--- config.mk ---
export PLATFORM = sky130hd
export DESIGN_NAME = pid_reg_arbiter
export DESIGN_NICKNAME = d
export VERILOG_FILES = /design/src/rtl/pid_regs_pkg.sv /design/src/rtl/rr_arb2.sv /design/src/rtl/pid_reg_arbiter.sv
export SDC_FILE = /design/constraint.sdc
export NUM_CORES = 1
export LEC_CHECK = 0
export CORE_UTILIZATION = 30
export CTS_CLUSTER_DIAMETER = 150
export DETAILED_ROUTE_END_ITERATION = 8
export MAX_ROUTING_LAYER = met4
export SLEW_MARGIN = 30
export SYNTH_ARGS = -nofsm -noshare
export SYNTH_HDL_FRONTEND = slang
export SYNTH_SLANG_ARGS = --single-unit
--- constraint.sdc ---
create_clock -name clk_in -period 2.9 [get_ports clk_in]
set_input_delay 0.58 -clock clk_in [delete_from_list [all_inputs] [get_ports clk_in]]
set_output_delay 0.58 -clock clk_in [all_outputs]
set_load 0.02 [all_outputs]
--- src/rtl/pid_regs_pkg.sv ---
// Shared constants and types for the PID register file and its access arbiter.
// Register map: tuning/config registers at the bottom, read-only status at the top.
package pid_regs_pkg;

    localparam int unsigned PID_ADDR_W = 8;
    localparam int unsigned PID_DATA_W = 16;
    localparam int unsigned PID_DEPTH  = 16;

    // Status registers (S_I, PID_O, PWM_O) are produced by the datapath, never written.
    localparam logic [PID_DEPTH-1:0] PID_RO_MASK = 16'hE000;

    localparam logic [PID_ADDR_W-1:0] REG_P          = 8'd0;
    localparam logic [PID_ADDR_W-1:0] REG_I          = 8'd1;
    localparam logic [PID_ADDR_W-1:0] REG_D          = 8'd2;
    localparam logic [PID_ADDR_W-1:0] REG_SETPOINT   = 8'd3;
    localparam logic [PID_ADDR_W-1:0] REG_I_MAX      = 8'd4;
    localparam logic [PID_ADDR_W-1:0] REG_I_MIN      = 8'd5;
    localparam logic [PID_ADDR_W-1:0] REG_OUT_MAX    = 8'd6;
    localparam logic [PID_ADDR_W-1:0] REG_OUT_MIN    = 8'd7;
    localparam logic [PID_ADDR_W-1:0] REG_PWM_PERIOD = 8'd8;
    localparam logic [PID_ADDR_W-1:0] REG_PWM_DEAD   = 8'd9;
    localparam logic [PID_ADDR_W-1:0] REG_SAMPLE_DIV = 8'd10;
    localparam logic [PID_ADDR_W-1:0] REG_CTRL       = 8'd11;
    localparam logic [PID_ADDR_W-1:0] REG_PID_O_VAL  = 8'd12;
    localparam logic [PID_ADDR_W-1:0] REG_S_I        = 8'd13;
    localparam logic [PID_ADDR_W-1:0] REG_PID_O      = 8'd14;
    localparam logic [PID_ADDR_W-1:0] REG_PWM_O      = 8'd15;

    typedef enum logic [1:0] {
        IDLE,
        CMD,
        RD_WAIT,
        RESP
    } arb_state_e;

endpackage

--- src/rtl/rr_arb2.sv ---
// Two-way round-robin arbiter: priority moves to the master not served last
// each time 'advance' is pulsed.
module rr_arb2 (
    input  logic       clk_in,
    input  logic       reset,
    input  logic [1:0] req,
    input  logic       advance,
    output logic [1:0] gnt
);

    logic prio_q;  // 0: req[0] wins a tie, 1: req[1] wins a tie
    logic last_q;  // index of the most recent grant

    always_comb begin
        gnt[0] = req[0] & (~req[1] | ~prio_q);
        gnt[1] = req[1] & (~req[0] | prio_q);
    end

    always_ff @(posedge clk_in) begin
        if (reset) begin
            prio_q <= 1'b0;
            last_q <= 1'b0;
        end else begin
            if (gnt != 2'b00) begin
                last_q <= gnt[1];
            end
            if (advance) begin
                prio_q <= ~last_q;
            end
        end
    end

endmodule

--- src/rtl/pid_reg_arbiter.sv ---
// Serialises two masters onto the PID register file, hides its registered-read latency,
// blocks writes to read-only status registers and returns one response per request.
module pid_reg_arbiter
    import pid_regs_pkg::*;
#(
    parameter int unsigned      ADDR_W  = PID_ADDR_W,
    parameter int unsigned      DATA_W  = PID_DATA_W,
    parameter int unsigned      DEPTH   = PID_DEPTH,
    parameter logic [DEPTH-1:0] RO_MASK = PID_RO_MASK
) (
    input  logic              clk_in,
    input  logic              reset,

    input  logic              req0_valid_i,
    output logic              req0_ready_o,
    input  logic              req0_we_i,
    input  logic [ADDR_W-1:0] req0_addr_i,
    input  logic [DATA_W-1:0] req0_wdata_i,
    output logic              rsp0_valid_o,
    output logic [DATA_W-1:0] rsp0_rdata_o,
    output logic              rsp0_err_o,

    input  logic              req1_valid_i,
    output logic              req1_ready_o,
    input  logic              req1_we_i,
    input  logic [ADDR_W-1:0] req1_addr_i,
    input  logic [DATA_W-1:0] req1_wdata_i,
    output logic              rsp1_valid_o,
    output logic [DATA_W-1:0] rsp1_rdata_o,
    output logic              rsp1_err_o,

    output logic              mem_we_o,
    output logic [ADDR_W-1:0] mem_waddr_o,
    output logic [DATA_W-1:0] mem_wdata_o,
    output logic [ADDR_W-1:0] mem_raddr_o,
    input  logic [DATA_W-1:0] mem_rdata_i,

    output logic              busy_o
);

    arb_state_e        state_q;
    logic              owner_q;
    logic              we_q;
    logic              legal_q;
    logic [ADDR_W-1:0] addr_q;
    logic [DATA_W-1:0] wdata_q;
    logic [1:0]        rsp_valid_q;
    logic [1:0]        rsp_err_q;
    logic [DATA_W-1:0] rsp_rdata_q [2];

    logic [1:0]        arb_req;
    logic [1:0]        arb_gnt;
    logic              arb_advance;
    logic              sel_we;
    logic [ADDR_W-1:0] sel_addr;
    logic [DATA_W-1:0] sel_wdata;

    // Address must be implemented, and a write must not target a status register.
    function automatic logic access_legal(input logic we, input logic [ADDR_W-1:0] addr);
        logic ok;
        ok = 1'b0;
        for (int i = 0; i < int'(DEPTH); i++) begin
            if (addr == ADDR_W'(i)) begin
                ok = !(we && RO_MASK[i]);
            end
        end
        return ok;
    endfunction

    assign arb_req     = {req1_valid_i, req0_valid_i} & {2{(state_q == IDLE) && !reset}};
    assign arb_advance = (state_q == RESP);

    rr_arb2 u_rr_arb2 (
        .clk_in  (clk_in),
        .reset   (reset),
        .req     (arb_req),
        .advance (arb_advance),
        .gnt     (arb_gnt)
    );

    always_comb begin
        sel_we    = req0_we_i;
        sel_addr  = req0_addr_i;
        sel_wdata = req0_wdata_i;
        if (arb_gnt[1]) begin
            sel_we    = req1_we_i;
            sel_addr  = req1_addr_i;
            sel_wdata = req1_wdata_i;
        end
    end

    always_ff @(posedge clk_in) begin
        if (reset) begin
            state_q        <= IDLE;
            owner_q        <= 1'b0;
            we_q           <= 1'b0;
            legal_q        <= 1'b0;
            addr_q         <= '0;
            wdata_q        <= '0;
            rsp_valid_q    <= '0;
            rsp_err_q      <= '0;
            rsp_rdata_q[0] <= '0;
            rsp_rdata_q[1] <= '0;
        end else begin
            rsp_valid_q <= '0;
            case (state_q)
                IDLE: begin
                    if (arb_gnt != 2'b00) begin
                        owner_q <= arb_gnt[1];
                        we_q    <= sel_we;
                        addr_q  <= sel_addr;
                        wdata_q <= sel_wdata;
                        legal_q <= access_legal(sel_we, sel_addr);
                        state_q <= CMD;
                    end
                end
                CMD: begin
                    if (we_q) begin
                        rsp_valid_q[owner_q] <= 1'b1;
                        rsp_rdata_q[owner_q] <= '0;
                        rsp_err_q[owner_q]   <= !legal_q;
                        state_q              <= RESP;
                    end else begin
                        state_q <= RD_WAIT;
                    end
                end
                RD_WAIT: begin
                    // Reads are only illegal when out of range; return 0 rather than junk.
                    rsp_valid_q[owner_q] <= 1'b1;
                    rsp_rdata_q[owner_q] <= legal_q ? mem_rdata_i : '0;
                    rsp_err_q[owner_q]   <= !legal_q;
                    state_q              <= RESP;
                end
                RESP: begin
                    state_q <= IDLE;
                end
                default: begin
                    state_q <= IDLE;
                end
            endcase
        end
    end

    assign req0_ready_o = arb_gnt[0];
    assign req1_ready_o = arb_gnt[1];

    assign rsp0_valid_o = rsp_valid_q[0];
    assign rsp0_rdata_o = rsp_rdata_q[0];
    assign rsp0_err_o   = rsp_err_q[0];
    assign rsp1_valid_o = rsp_valid_q[1];
    assign rsp1_rdata_o = rsp_rdata_q[1];
    assign rsp1_err_o   = rsp_err_q[1];

    // Reset gates the strobe so an interrupted write never lands.
    assign mem_we_o    = (state_q == CMD) && we_q && legal_q && !reset;
    assign mem_waddr_o = addr_q;
    assign mem_raddr_o = addr_q;
    assign mem_wdata_o = wdata_q;

    assign busy_o = (state_q != IDLE);

endmodule

==> impl_results.md <==
- Critical path data required time: 2320 ps
- Largest stage delay on the critical path: 620 ps
- Largest net degree at the start of global routing: 52
- Core Area: 0.00942 mm^2
- GRT Total Usage: 17.2%
- Synth Flop Type: dfxtp_1
- I/O pin cnt: 142
- Cell Pwr Density: 728 mW/mm^2
- First-pass GRT wire length: 12900 um
- RSZ-0062 raised after global routing: false
- Number of synthesized register bits: 67
- Crit-path cells: inv_1, ha_1, nor2b_4, and3_1, clkdlybuf4s50_1
- Leading post-synthesis cells by instance count: nand2_1, dfxtp_1, and3_1
- HPWL after DPL: 5840 um
- Cell accounting for the most synthesized area: edfxtp_1
- Gp weighted congestion: 0.765
- Crit path time final: 2660 ps
- CTS Buffer Depth: 2
- Number of diodes: 0
- Critical Path AT: 2080 ps
- Final max-slew violation count: 0
- Placement Cell Area: 0.00444 mm^2
- Rel. slew slack: 72.3%
- Min-delay worst type: flip-flop to flip-flop
- Final Hold Viols: 0
- Final period utilization: 91.6%
- DRT Wirelength: 8210 um
- Worst setup EP type: output port
- Met2 track demand over resource: 27.1%
- Routed wire per std cell: 15.0 um
- Final setup violation count: 0
- Static Leakage: 1.81 nW
- Number of synthesized flops with an enable pin: 32
- Worst skew pair latency: 340 ps
- Mapped Area: 0.00297 mm^2
- Post-route cell area: 0.00466 mm^2
- Maxcap violations: 0
- First-pass DRT Iterations: 4
- Setup_tns: 0 ps
- Seq/Total Area, Yosys: 56.0%
- Number of global-route vias before repair: 2599
- Post-CTS sizing: 0
- Async SR Flop Fraction: 0%
- Initial antenna violation count: 0
- H-Tree Depth: 3
- TritonCTS clock tree: done
- Nets: 489
- Number of vias per cell: 4.83
- Starting density of the core: 31.5%
- Ys Warns: 0
- Yosys cell types: 31
- P&R area growth vs syn: 57.0%
- Busiest grt layer: met2
- Area contributors post-synth: edfxtp_1, dfxtp_1, and3_1
- Die Area: 0.0103 mm^2
- Clk root buf: clkbuf_8
- GR Layer Usage met3: 4.49%
- Die height: 101 um
- Outcome: complete, no violations
- Count leader, synth: nand2_1
- Fillcell total: 893
- Mapped Nets: 358
- DRC: 0
- M1 GR Usage: 21.5%
- Port Buffer Count: 141
- 1st-iter DRT viols: 101
- Setup Skew: 13.4 ps
- CTS Sinks: 67
- Storage element area: 0.00166 mm^2
- Slowest-stage cell, CP: clkdlybuf4s50_1
- Die Width: 101 um
- CTS clk-pin slew, worst paths: 80 ps
- CTS Hold Buffers Added: 0
- Worst Max-Slew Pin Slew: 411 ps
- Synth Instances: 283
- CP max FO: 5
- Max rail drop VDD: 0.000304 V
- Yosys top cell area share: 32.4%
- GRT overflow: 0
- Syn avg cell area: 10.5 um^2
- WS Path Type: flip-flop to output port
- Vias: 2645
- Highest Clock Rate: 0.376 GHz
- Startpoint Class: flip-flop
- Multi-input logic area: 0.00112 mm^2
- Setup bufs post-CTS: 0
- Post-DRT Antenna Nets: 0
- CTS buffer count: 9
- Layout cells sized above 1: 10.0%
- Row Count: 35
==> report_power, final <==
part / internal (mW) / total [mW] / switching (mW)
Clock: 0.482 / 0.848 / 0.366
Combinational: 0.595 / 1.29 / 0.692
Sequential: 1.15 / 1.25 / 0.0989
==> final cells by class <==
type / instances / share of cell area (%)
sequential: 67 / 35.7
timing repair buffer: 148 / 31.6
multi-input combinational: 181 / 24.0
tap: 129 / 3.47
clock buffer: 9 / 2.66
clock inverter: 7 / 1.99
inverter: 7 / 0.564
==> cells by family after synthesis <==
logic type | count (synthesis) | share of synthesized area [%]
multiplexers | 1 | 0.338
AO/OA/AOI/OAI | 41 | 13.0
buffers and inverters | 35 | 6.58
flip-flops | 67 | 56.0
AND/OR/NAND/NOR | 134 | 21.9
adder cells (fa/ha/maj) | 5 | 2.11
==> sequential cells by signal (all words and copies together), names as in the netlist <==
name / flops
u_rr_arb2.last_q: 1
mem_wdata_o: 16
owner_q: 1
we_q: 1
rsp_valid_q: 2
u_rr_arb2.prio_q: 1
legal_q: 1
rsp_err_q: 2
rsp_rdata_q: 32
state_q: 2
mem_raddr_o: 8
==> critical path: cells and delay by family, from the launching register on <==
| family | cells | cell delay (ps) |
|---|---|---|
| buf+inv | 2 | 760 |
| fa+ha+maj | 1 | 230 |
| flops | 1 | 340 |
| simple gates | 2 | 420 |
==> placed cells by master (no fill, tap or decap), types with 2 or more instances in the layout <==
| cell | Yosys | layout |
|---|---|---|
| nor2_1 | 32 | 32 |
| or2_2 | 2 | 2 |
| clkinv_4 | 0 | 2 |
| nor3_2 | 2 | 2 |
| inv_1 | 6 | 6 |
| clkinv_2 | 0 | 3 |
| and3_1 | 33 | 33 |
| buf_4 | 9 | 6 |
| nand4_1 | 2 | 2 |
| bufinv_16 | 0 | 2 |
| o2111ai_1 | 2 | 2 |
| and2_1 | 2 | 2 |
| nor3_1 | 5 | 4 |
| ha_1 | 5 | 5 |
| a311oi_2 | 10 | 10 |
| a21oi_1 | 5 | 5 |
| edfxtp_1 | 32 | 32 |
| a311oi_1 | 17 | 17 |
| nand2_1 | 52 | 52 |
| o21ai_0 | 4 | 4 |
| dfxtp_1 | 35 | 35 |
| clkdlybuf4s50_1 | 0 | 140 |
| clkbuf_8 | 0 | 9 |
==> final timing paths <==
| check | from | end | slack (ps) | cells past startpoint |
|---|---|---|---|---|
| worst max-delay path | state_q[0] | req0_ready_o | 240 | 5 |
| worst max register to register | state_q[1] | rsp_rdata_q[0][8] | 900 | 6 |
| worst min register to register | u_rr_arb2.last_q | u_rr_arb2.prio_q | 450 | 1 |
| worst min-delay path | u_rr_arb2.last_q | u_rr_arb2.prio_q | 450 | 1 |
==> layer usage <==
layer  vias to the layer above  wire length (um)
met5                         -                 0
met4                         0               108
met3                         9               729
met2                       148              3670
met1                      1219              3700
li1                       1269                 -
==> metrics by stage <==
stage | hold WS (ps) | cells | worst slack [ps] | power [mW] | utilization, %
floorplan | 416 | 283 | 738 | 2.01 | -
global placement | 424 | 532 | 328 | 2.55 | 47.2
detailed placement | 439 | 532 | 338 | 2.57 | 47.2
CTS | 451 | 548 | 256 | 3.43 | 49.5
global route | 496 | 548 | 189 | 3.58 | 49.5
finish | 451 | 548 | 244 | 3.39 | 49.5
(Power assumes the default switching activity.)
